**config.mk**
```make
export PLATFORM = sky130hd
export DESIGN_NAME = bcd_conv_arbiter_flat
export DESIGN_NICKNAME = d
export VERILOG_FILES = /design/src/rtl/bcd_conv_arbiter_if.sv /design/src/rtl/bcd_conv_arbiter.sv /design/src/flat_wrapper.sv
export SDC_FILE = /design/constraint.sdc
export NUM_CORES = 1
export LEC_CHECK = 0
export BUFFER_PORTS_ARGS = -buffer_cell sky130_fd_sc_hd__buf_2
export CORE_AREA = 2 2 67 69
export CTS_CLUSTER_DIAMETER = 30
export DETAILED_ROUTE_END_ITERATION = 12
export DIE_AREA = 0 0 69 71
export GPL_TIMING_DRIVEN = 0
export PLACE_DENSITY = 0.79
export SLEW_MARGIN = 15
export SYNTH_ARGS = -nofsm -noshare
export SYNTH_HDL_FRONTEND = slang
export SYNTH_SLANG_ARGS = --single-unit
```
**constraint.sdc**
```tcl
create_clock -name clock -period 5.2 [get_ports clock]
set_clock_uncertainty 0.1 [all_clocks]
set_input_delay 1.04 -clock clock [delete_from_list [all_inputs] [get_ports clock]]
set_output_delay 1.04 -clock clock [all_outputs]
set_load 0.02 [all_outputs]
```
**src/rtl/bcd_conv_arbiter_if.sv**
```systemverilog
// Request/grant/result bundle between two requesters and the shared BCD converter.
// Requester side (master) drives req0/val0/req1/val1 and watches the grant pulses.
// Converter side (slave) returns gnt0/gnt1, busy, done, owner and the held result digits.
interface bcd_conv_arbiter_if;
  logic       req0;
  logic [7:0] val0;
  logic       req1;
  logic [7:0] val1;
  logic       gnt0;
  logic       gnt1;
  logic       busy;
  logic       done;
  logic       owner;
  logic [3:0] centena;
  logic [3:0] dezena;
  logic [3:0] unidade;
  logic       negative;

  modport master (
    output req0, val0, req1, val1,
    input  gnt0, gnt1, busy, done, owner, centena, dezena, unidade, negative
  );

  modport slave (
    input  req0, val0, req1, val1,
    output gnt0, gnt1, busy, done, owner, centena, dezena, unidade, negative
  );
endinterface

```
**src/rtl/bcd_conv_arbiter.sv**
```systemverilog
// Shared serial binary-to-BCD converter for two requesters (round-robin), sign + 3 digits.
// Latency: gnt the cycle after the request is sampled, done 8 cycles later; one result per 9 clocks.
// Backpressure: requests are only sampled in IDLE; requesters hold req until their gnt pulse.
// Ports: clock, reset (async, active-high), bus (slave modport: req/val in, gnt/busy/done/result out).
module bcd_conv_arbiter (
  input  logic              clock,
  input  logic              reset,
  bcd_conv_arbiter_if.slave bus
);

  typedef enum logic {IDLE, SHIFT} state_t;

  state_t     state;
  logic [7:0] mag;        // captured magnitude, 0..128
  logic       sign;       // captured sign of the value in flight
  logic       idx;        // requester that owns the value in flight
  logic [2:0] cnt;        // index of the magnitude bit shifted in next
  logic [3:0] hun;        // working digits, kept apart from the result registers
  logic [3:0] ten;
  logic [3:0] uni;
  logic       prio;       // requester that wins a tie

  // Double-dabble correction: a digit >= 5 would overflow past 9 once doubled.
  function automatic logic [3:0] add3(input logic [3:0] d);
    return (d >= 4'd5) ? d + 4'd3 : d;
  endfunction

  logic [3:0] hun_adj, ten_adj, uni_adj;
  logic [3:0] hun_nxt, ten_nxt, uni_nxt;

  always_comb begin
    hun_adj = add3(hun);
    ten_adj = add3(ten);
    uni_adj = add3(uni);
    hun_nxt = {hun_adj[2:0], ten_adj[3]};
    ten_nxt = {ten_adj[2:0], uni_adj[3]};
    uni_nxt = {uni_adj[2:0], mag[cnt]};
  end

  // Round-robin pick: a lone requester always wins, a tie goes to prio.
  logic       sel;
  logic [7:0] sel_val;

  always_comb begin
    sel     = (bus.req0 && bus.req1) ? prio : bus.req1;
    sel_val = sel ? bus.val1 : bus.val0;
  end

  always_ff @(posedge clock or posedge reset) begin
    if (reset) begin
      state        <= IDLE;
      mag          <= 8'd0;
      sign         <= 1'b0;
      idx          <= 1'b0;
      cnt          <= 3'd0;
      hun          <= 4'd0;
      ten          <= 4'd0;
      uni          <= 4'd0;
      prio         <= 1'b0;
      bus.gnt0     <= 1'b0;
      bus.gnt1     <= 1'b0;
      bus.busy     <= 1'b0;
      bus.done     <= 1'b0;
      bus.owner    <= 1'b0;
      bus.centena  <= 4'd0;
      bus.dezena   <= 4'd0;
      bus.unidade  <= 4'd0;
      bus.negative <= 1'b0;
    end else begin
      bus.gnt0 <= 1'b0;
      bus.gnt1 <= 1'b0;
      bus.done <= 1'b0;
      case (state)
        IDLE: begin
          if (bus.req0 || bus.req1) begin
            // 8'h80 negates to itself, which reads correctly as unsigned 128.
            mag      <= sel_val[7] ? (~sel_val + 8'd1) : sel_val;
            sign     <= sel_val[7];
            idx      <= sel;
            hun      <= 4'd0;
            ten      <= 4'd0;
            uni      <= 4'd0;
            cnt      <= 3'd7;
            prio     <= ~sel;
            bus.gnt0 <= ~sel;
            bus.gnt1 <= sel;
            bus.busy <= 1'b1;
            state    <= SHIFT;
          end
        end
        SHIFT: begin
          hun <= hun_nxt;
          ten <= ten_nxt;
          uni <= uni_nxt;
          cnt <= cnt - 3'd1;
          if (cnt == 3'd0) begin
            // Last bit: publish the freshly shifted digits directly.
            bus.centena  <= hun_nxt;
            bus.dezena   <= ten_nxt;
            bus.unidade  <= uni_nxt;
            bus.negative <= sign;
            bus.owner    <= idx;
            bus.done     <= 1'b1;
            bus.busy     <= 1'b0;
            state        <= IDLE;
          end
        end
        default: state <= IDLE;
      endcase
    end
  end

endmodule

```
**src/flat_wrapper.sv**
```systemverilog
// flat-port wrapper written by rule: the top's interface ports become plain ports
module bcd_conv_arbiter_flat 
  (clock, reset, bus_req0, bus_val0, bus_req1, bus_val1, bus_gnt0, bus_gnt1, bus_busy, bus_done, bus_owner, bus_centena, bus_dezena, bus_unidade, bus_negative);
  bcd_conv_arbiter_if bus_i ();
  input  logic clock;
  input  logic reset;
  input wire logic [$bits(bus_i.req0)-1:0] bus_req0;
  input wire logic [$bits(bus_i.val0)-1:0] bus_val0;
  input wire logic [$bits(bus_i.req1)-1:0] bus_req1;
  input wire logic [$bits(bus_i.val1)-1:0] bus_val1;
  output wire logic [$bits(bus_i.gnt0)-1:0] bus_gnt0;
  output wire logic [$bits(bus_i.gnt1)-1:0] bus_gnt1;
  output wire logic [$bits(bus_i.busy)-1:0] bus_busy;
  output wire logic [$bits(bus_i.done)-1:0] bus_done;
  output wire logic [$bits(bus_i.owner)-1:0] bus_owner;
  output wire logic [$bits(bus_i.centena)-1:0] bus_centena;
  output wire logic [$bits(bus_i.dezena)-1:0] bus_dezena;
  output wire logic [$bits(bus_i.unidade)-1:0] bus_unidade;
  output wire logic [$bits(bus_i.negative)-1:0] bus_negative;
  assign bus_i.req0 = bus_req0;
  assign bus_i.val0 = bus_val0;
  assign bus_i.req1 = bus_req1;
  assign bus_i.val1 = bus_val1;
  assign bus_gnt0 = bus_i.gnt0;
  assign bus_gnt1 = bus_i.gnt1;
  assign bus_busy = bus_i.busy;
  assign bus_done = bus_i.done;
  assign bus_owner = bus_i.owner;
  assign bus_centena = bus_i.centena;
  assign bus_dezena = bus_i.dezena;
  assign bus_unidade = bus_i.unidade;
  assign bus_negative = bus_i.negative;
  bcd_conv_arbiter u_core (.clock(clock), .reset(reset), .bus(bus_i));
endmodule
```
## After elaboration in Yosys (flattened, before gate mapping)

Cells that the tools add are included.
W data, S select, Z words.

- Memory bits (read-only): 0
- Bits in writable memories: 0
- Register bits: 45
- Latch bits: 0
- Output and inout bits: 18
- Bits of input ports: 20
- Logic and storage cells: 64
- Memories kept: 0

- $mul: 0
- Equal/unequal tests: 2
- Div/mod/pow operators: 0
- Bitwise gates (word level): 3
- Shifts and indexed selects: 0
- Reductions and logical operators: 6
- Order comparisons: 4
- Mux-type cells: 26
- Add/sub/neg operators: 5

Operators by type and width:

| cell | count |
|---|---|
| $pmux W4 S2 | 3 |
| $mux W8 | 2 |
| $ge A4 B3 Y1 const B | 3 |
| $mux W1 | 12 |
| $mux W4 | 3 |
| $add A4 B2 Y4 const B | 2 |
| $add A8 B1 Y8 const B | 1 |
| $not A8 Y8 | 1 |
| $mux W3 | 2 |
| $pmux W3 S2 | 1 |
| $reduce_and A2 Y1 | 3 |
| $lt A3 B4 Y1 const B | 1 |
| $pmux W1 S2 | 2 |
| $add A3 B2 Y3 const B | 1 |
| $bmux W1 S3 | 1 |
| $logic_not A3 Y1 | 1 |
| $sub A3 B1 Y3 const B | 1 |
| $ne A2 B1 Y1 const B | 1 |
| $ne A2 B2 Y1 const B | 1 |
| $not A1 Y1 | 2 |
| $logic_and A1 B1 Y1 | 1 |
| $logic_or A1 B1 Y1 | 1 |

## Longest topological paths before layout

- Word-level depth: 6
- Depth in mapped cells: 9
- Mapped depth without buffers: 8

## Least setup slack after synthesis

Ideal clock, no wire load.

- Kind: in2reg
- Start: input bus_req1
- End: register u_core.mag[6]
- Data arrival time: 2.424 ns
- Stages on the path: 9
- Slack: 2.607 ns
- Cells stage by stage: buf_2 > nand2_1 > buf_2 > mux2i_1 > ha_1 > inv_1 > a21o_1 > a211o_1 > nand3_1

- Cells in the longest elaborated chain, start to end: 6

Ends and longest elaborated chain:

| item | line | text |
|---|---|---|
| start, declared | flat_wrapper.sv:9 | `input wire logic [$bits(bus_i.req1)-1:0] bus_req1;` |
| $logic_and A1 B1 Y1 | bcd_conv_arbiter.sv:45 | `sel = (bus.req0 && bus.req1) ? prio : bus.req1;` |
| $mux W1 | bcd_conv_arbiter.sv:45 |  |
| $mux W8 | bcd_conv_arbiter.sv:46 | `sel_val = sel ? bus.val1 : bus.val0;` |
| $not A8 Y8 | bcd_conv_arbiter.sv:77 | `mag <= sel_val[7] ? (~sel_val + 8'd1) : sel_val;` |
| $add A8 B1 Y8 | bcd_conv_arbiter.sv:77 |  |
| $mux W8 | bcd_conv_arbiter.sv:77 |  |
| end signal, assigned | bcd_conv_arbiter.sv:77 |  |
| end, declared | bcd_conv_arbiter.sv:14 | `logic [7:0] mag;` |

Parallel ways exist; a longest one is shown, timed or not.
A chain may end at the register's enable or synchronous reset.

## Worst setup path in the final report

- Start: input bus_req0
- End: register u_core.mag[6]

- Cells in the longest elaborated chain, start to end: 6

Ends and longest elaborated chain:

| item | line | text |
|---|---|---|
| start, declared | flat_wrapper.sv:7 | `input wire logic [$bits(bus_i.req0)-1:0] bus_req0;` |
| $logic_and A1 B1 Y1 | bcd_conv_arbiter.sv:45 |  |
| $mux W1 | bcd_conv_arbiter.sv:45 |  |
| $mux W8 | bcd_conv_arbiter.sv:46 |  |
| $not A8 Y8 | bcd_conv_arbiter.sv:77 |  |
| $add A8 B1 Y8 | bcd_conv_arbiter.sv:77 |  |
| $mux W8 | bcd_conv_arbiter.sv:77 |  |

Parallel ways exist; a longest one is shown, timed or not.

==> metrics.txt <==
status completed; fin crit share between 40% and 50%; compound-gate portion of the synthesized area around 14%; Setup WS post-layout 2610 ps; Fmax achieved 387 MHz; Vias per Instance 5.48; Cell Int Power 0.953 mW; Reg2Reg Depth 9; Static Leak 1.37 nW; area share of xor/xnor cells in the synthesized design 2.65%; Std-Cell Rows 24; Ant. Diodes 0; Comb power frac 44.4%; Nets 319; Netlist Area Pre-Place 2310 um^2; GR Util All Layers 21.7%; number of unique standard cell types used by synthesis 35; die width 69 um; Slew HR 54.5%; Die ar. 4900 um^2; Layout area overhead 16.5%; # fillers 360; hold_buf cts 0; hpwl dp ~3.7 mm; HP Class flop to flop; Final Hold Vio Count 0; Final Setup Violations 0; P_sw 0.630 mW; worst skew pair latency 300 ps; Vias 1,880; WP data arrival 2730 ps; initial antenna violation count 0; main combinational cell family by area after synthesis simple AND/OR/NAND/NOR gates; ratio of cells with drive above 1 in the final layout 19.6%; number of DRC violations after detailed-routing iteration 0 88; post-synthesis mux area share slightly above 7%; WS Path Type input pin to flop; RSZ-0062 raised after global routing no; Yosys warnings 0; Congestion Overflow GR 0; Synth Instances 246; area fraction in and, or, nand and nor cells after synthesis 18.8%; Die Ht 71 um; first-pass GRT wire length approximately 8.5 mm; Clock Pin Slew Worst Setup and Hold Paths 80 ps; CP startpoint kind input pin; DRC violations left 0; worst ir drop on vdd ~0.21 mV; CTS tree built; worst hold start u_core.bus.owner; final WL 4.85 mm; Max-cap violations 0; CTS sink count 45; Synth Area per Inst 9.40 um^2; switching part of the total about two fifths; Placer Congestion 0.798; I/O Pins 38; CTS root buffer clkbuf_8; Core Area 4200 um^2; CP Capture Type flop; final max-slew violation count 0; Max clock buf depth 2; Seq cells post-synth 45; setup tns final 0 ps; I/O Buffers 36; worst reg-to-reg setup slack 2980 ps; Worst EP required 5340 ps; worst r2r src u_core.prio; Post-CTS Setup Bufs 0; WL/cell 14.1 um; Hold Crit Endpoint u_core.bus.owner; H-tree levels 2; vias in the first global route around 1,900; pin count of the biggest net entering global routing 28; Critical Path Fanout Max 10; Post-Syn Nets roughly 280; Synth Area in Adders 4.87%; register area share after synthesis 48.7%; TritonCTS Buffers 5; fin crit period roughly 2600 ps; commonest non-fill, non-tap cells in the layout nand2_1 (55), dfrtp_1 (45), buf_2 (42), o21ai_0 (24), inv_1 (12); Post-Place Worst Slack about 2300 ps; Power Density 587 nW/um^2; sequential fraction of design power 38.4%; footprint of the multi-input gates 1090 um^2; Worst-Margin Slew 678 ps; clock share of power about 17%; Post-CTS Resized 0; most common cell after layout, fill and taps aside nand2_1; Initial Utilization between 50% and 60%; RR Endpoint u_core.mag[6]; Hold Path Depth 2; First-pass DRT Iterations 4; antenna violation net count after detailed routing 0; area taken by flip-flops and latches 1130 um^2
[per-stage QoR]
stage | cell area, um^2 | cells | power [mW] | hold WS, ps | util (%)
after floorplan | 2310 | 246 | 1.12 | 337 | -
after global placement | 2560 | 334 | 1.27 | 355 | 60.9
after detailed placement | 2580 | 335 | 1.32 | 357 | 61.3
after CTS | 2700 | 343 | 1.59 | 376 | 64.1
after global routing | 2700 | 343 | 1.71 | 398 | 64.1
final | 2700 | 343 | 1.58 | 372 | 64.1
[synth_stat cells]
cell type | number | area (um^2)
a21o_1 | 2 | 15.0
nand2b_1 | 4 | 25.0
o21ai_0 | 24 | 120
or2_0 | 1 | 6.26
xnor2_1 | 6 | 52.6
mux4_2 | 2 | 45.0
o31ai_1 | 2 | 15.0
a22o_1 | 6 | 52.6
inv_1 | 13 | 48.8
nor4_1 | 3 | 18.8
nor2b_1 | 1 | 6.26
o21ai_1 | 1 | 5.00
and3_4 | 1 | 11.3
mux2i_1 | 11 | 110
nor3_1 | 7 | 35.0
buf_2 | 6 | 30.0
a31oi_1 | 1 | 6.26
nand2_1 | 55 | 206
nor2_1 | 9 | 33.8
nand4_1 | 2 | 12.5
dfrtp_1 | 45 | 1130
nand4b_1 | 1 | 8.76
a211oi_1 | 2 | 15.0
mux2_2 | 1 | 11.3
a211o_1 | 2 | 17.5
nor3b_1 | 4 | 30.0
xor2_1 | 1 | 8.76
clkbuf_1 | 4 | 15.0
a21boi_1 | 1 | 7.51
a22oi_1 | 2 | 15.0
a21oi_1 | 10 | 50.1
or2_2 | 1 | 6.26
nand3_1 | 5 | 25.0
nand2b_2 | 1 | 8.76
ha_1 | 9 | 113
[metal layers]
layer	track usage, %	vias to the layer above	part of all wire, %
li1	-	933	-
met1	26.2	885	43
met2	37.6	51	51
met3	4.42	11	3.6
met4	9.80	0	2.4
met5	0	-	0
[registers in the layout (all words and copies together), names as in the netlist, 3 cells and up]
name and count:
u_core.mag 8, u_core.bus.centena 4, u_core.bus.dezena 4, u_core.bus.unidade 4
u_core.hun 4, u_core.ten 4, u_core.uni 4, u_core.cnt 3
[worst max-delay path by stage]
stage                     to      from  depth (start not counted)
2_1_floorplan  u_core.mag[6]  bus_req1                          9
3_3_place_gp   u_core.mag[6]  bus_req0                         10
3_5_place_dp   u_core.mag[6]  bus_req0                         10
4_1_cts        u_core.mag[6]  bus_req0                         10
5_1_grt        u_core.mag[6]  bus_req0                         10
6_report       u_core.mag[6]  bus_req0                         10
[cell families after synthesis]
kind of cell,after synthesis
XOR/XNOR,7
AND/OR/NAND/NOR,95
multiplexers,14
flip-flops,45
AO/OA/AOI/OAI,53
buffers and inverters,23
adder cells (fa/ha/maj),9
[worst max-delay path, cell delays in order]
cell      delay, ps
buf_2           140
nand2b_2        120
nand2_1         110
buf_2           250
mux2i_1         270
ha_1            200
inv_1            60
a21o_1          170
a211o_1         300
nand3_1          70
[power groups by stage]
stage          Sequential, mW  Clock [mW]  Combinational [mW]
2_1_floorplan           0.658           0               0.461
3_3_place_gp            0.605           0               0.668
3_5_place_dp            0.612           0               0.706
4_1_cts                 0.607       0.277               0.709
5_1_grt                 0.633       0.290               0.792
6_report                0.608       0.271               0.703
[cell type report]
type                       instances  area share [%]
inverter                          13            1.81
multi-input combinational        178            40.6
clock inverter                     1            1.11
clock buffer                       7            3.20
buffer                            10            1.67
timing repair buffer              37            7.43
sequential                        45            41.8
tap                               52            2.41
Note: power is estimated with default switching activity, not from simulation.
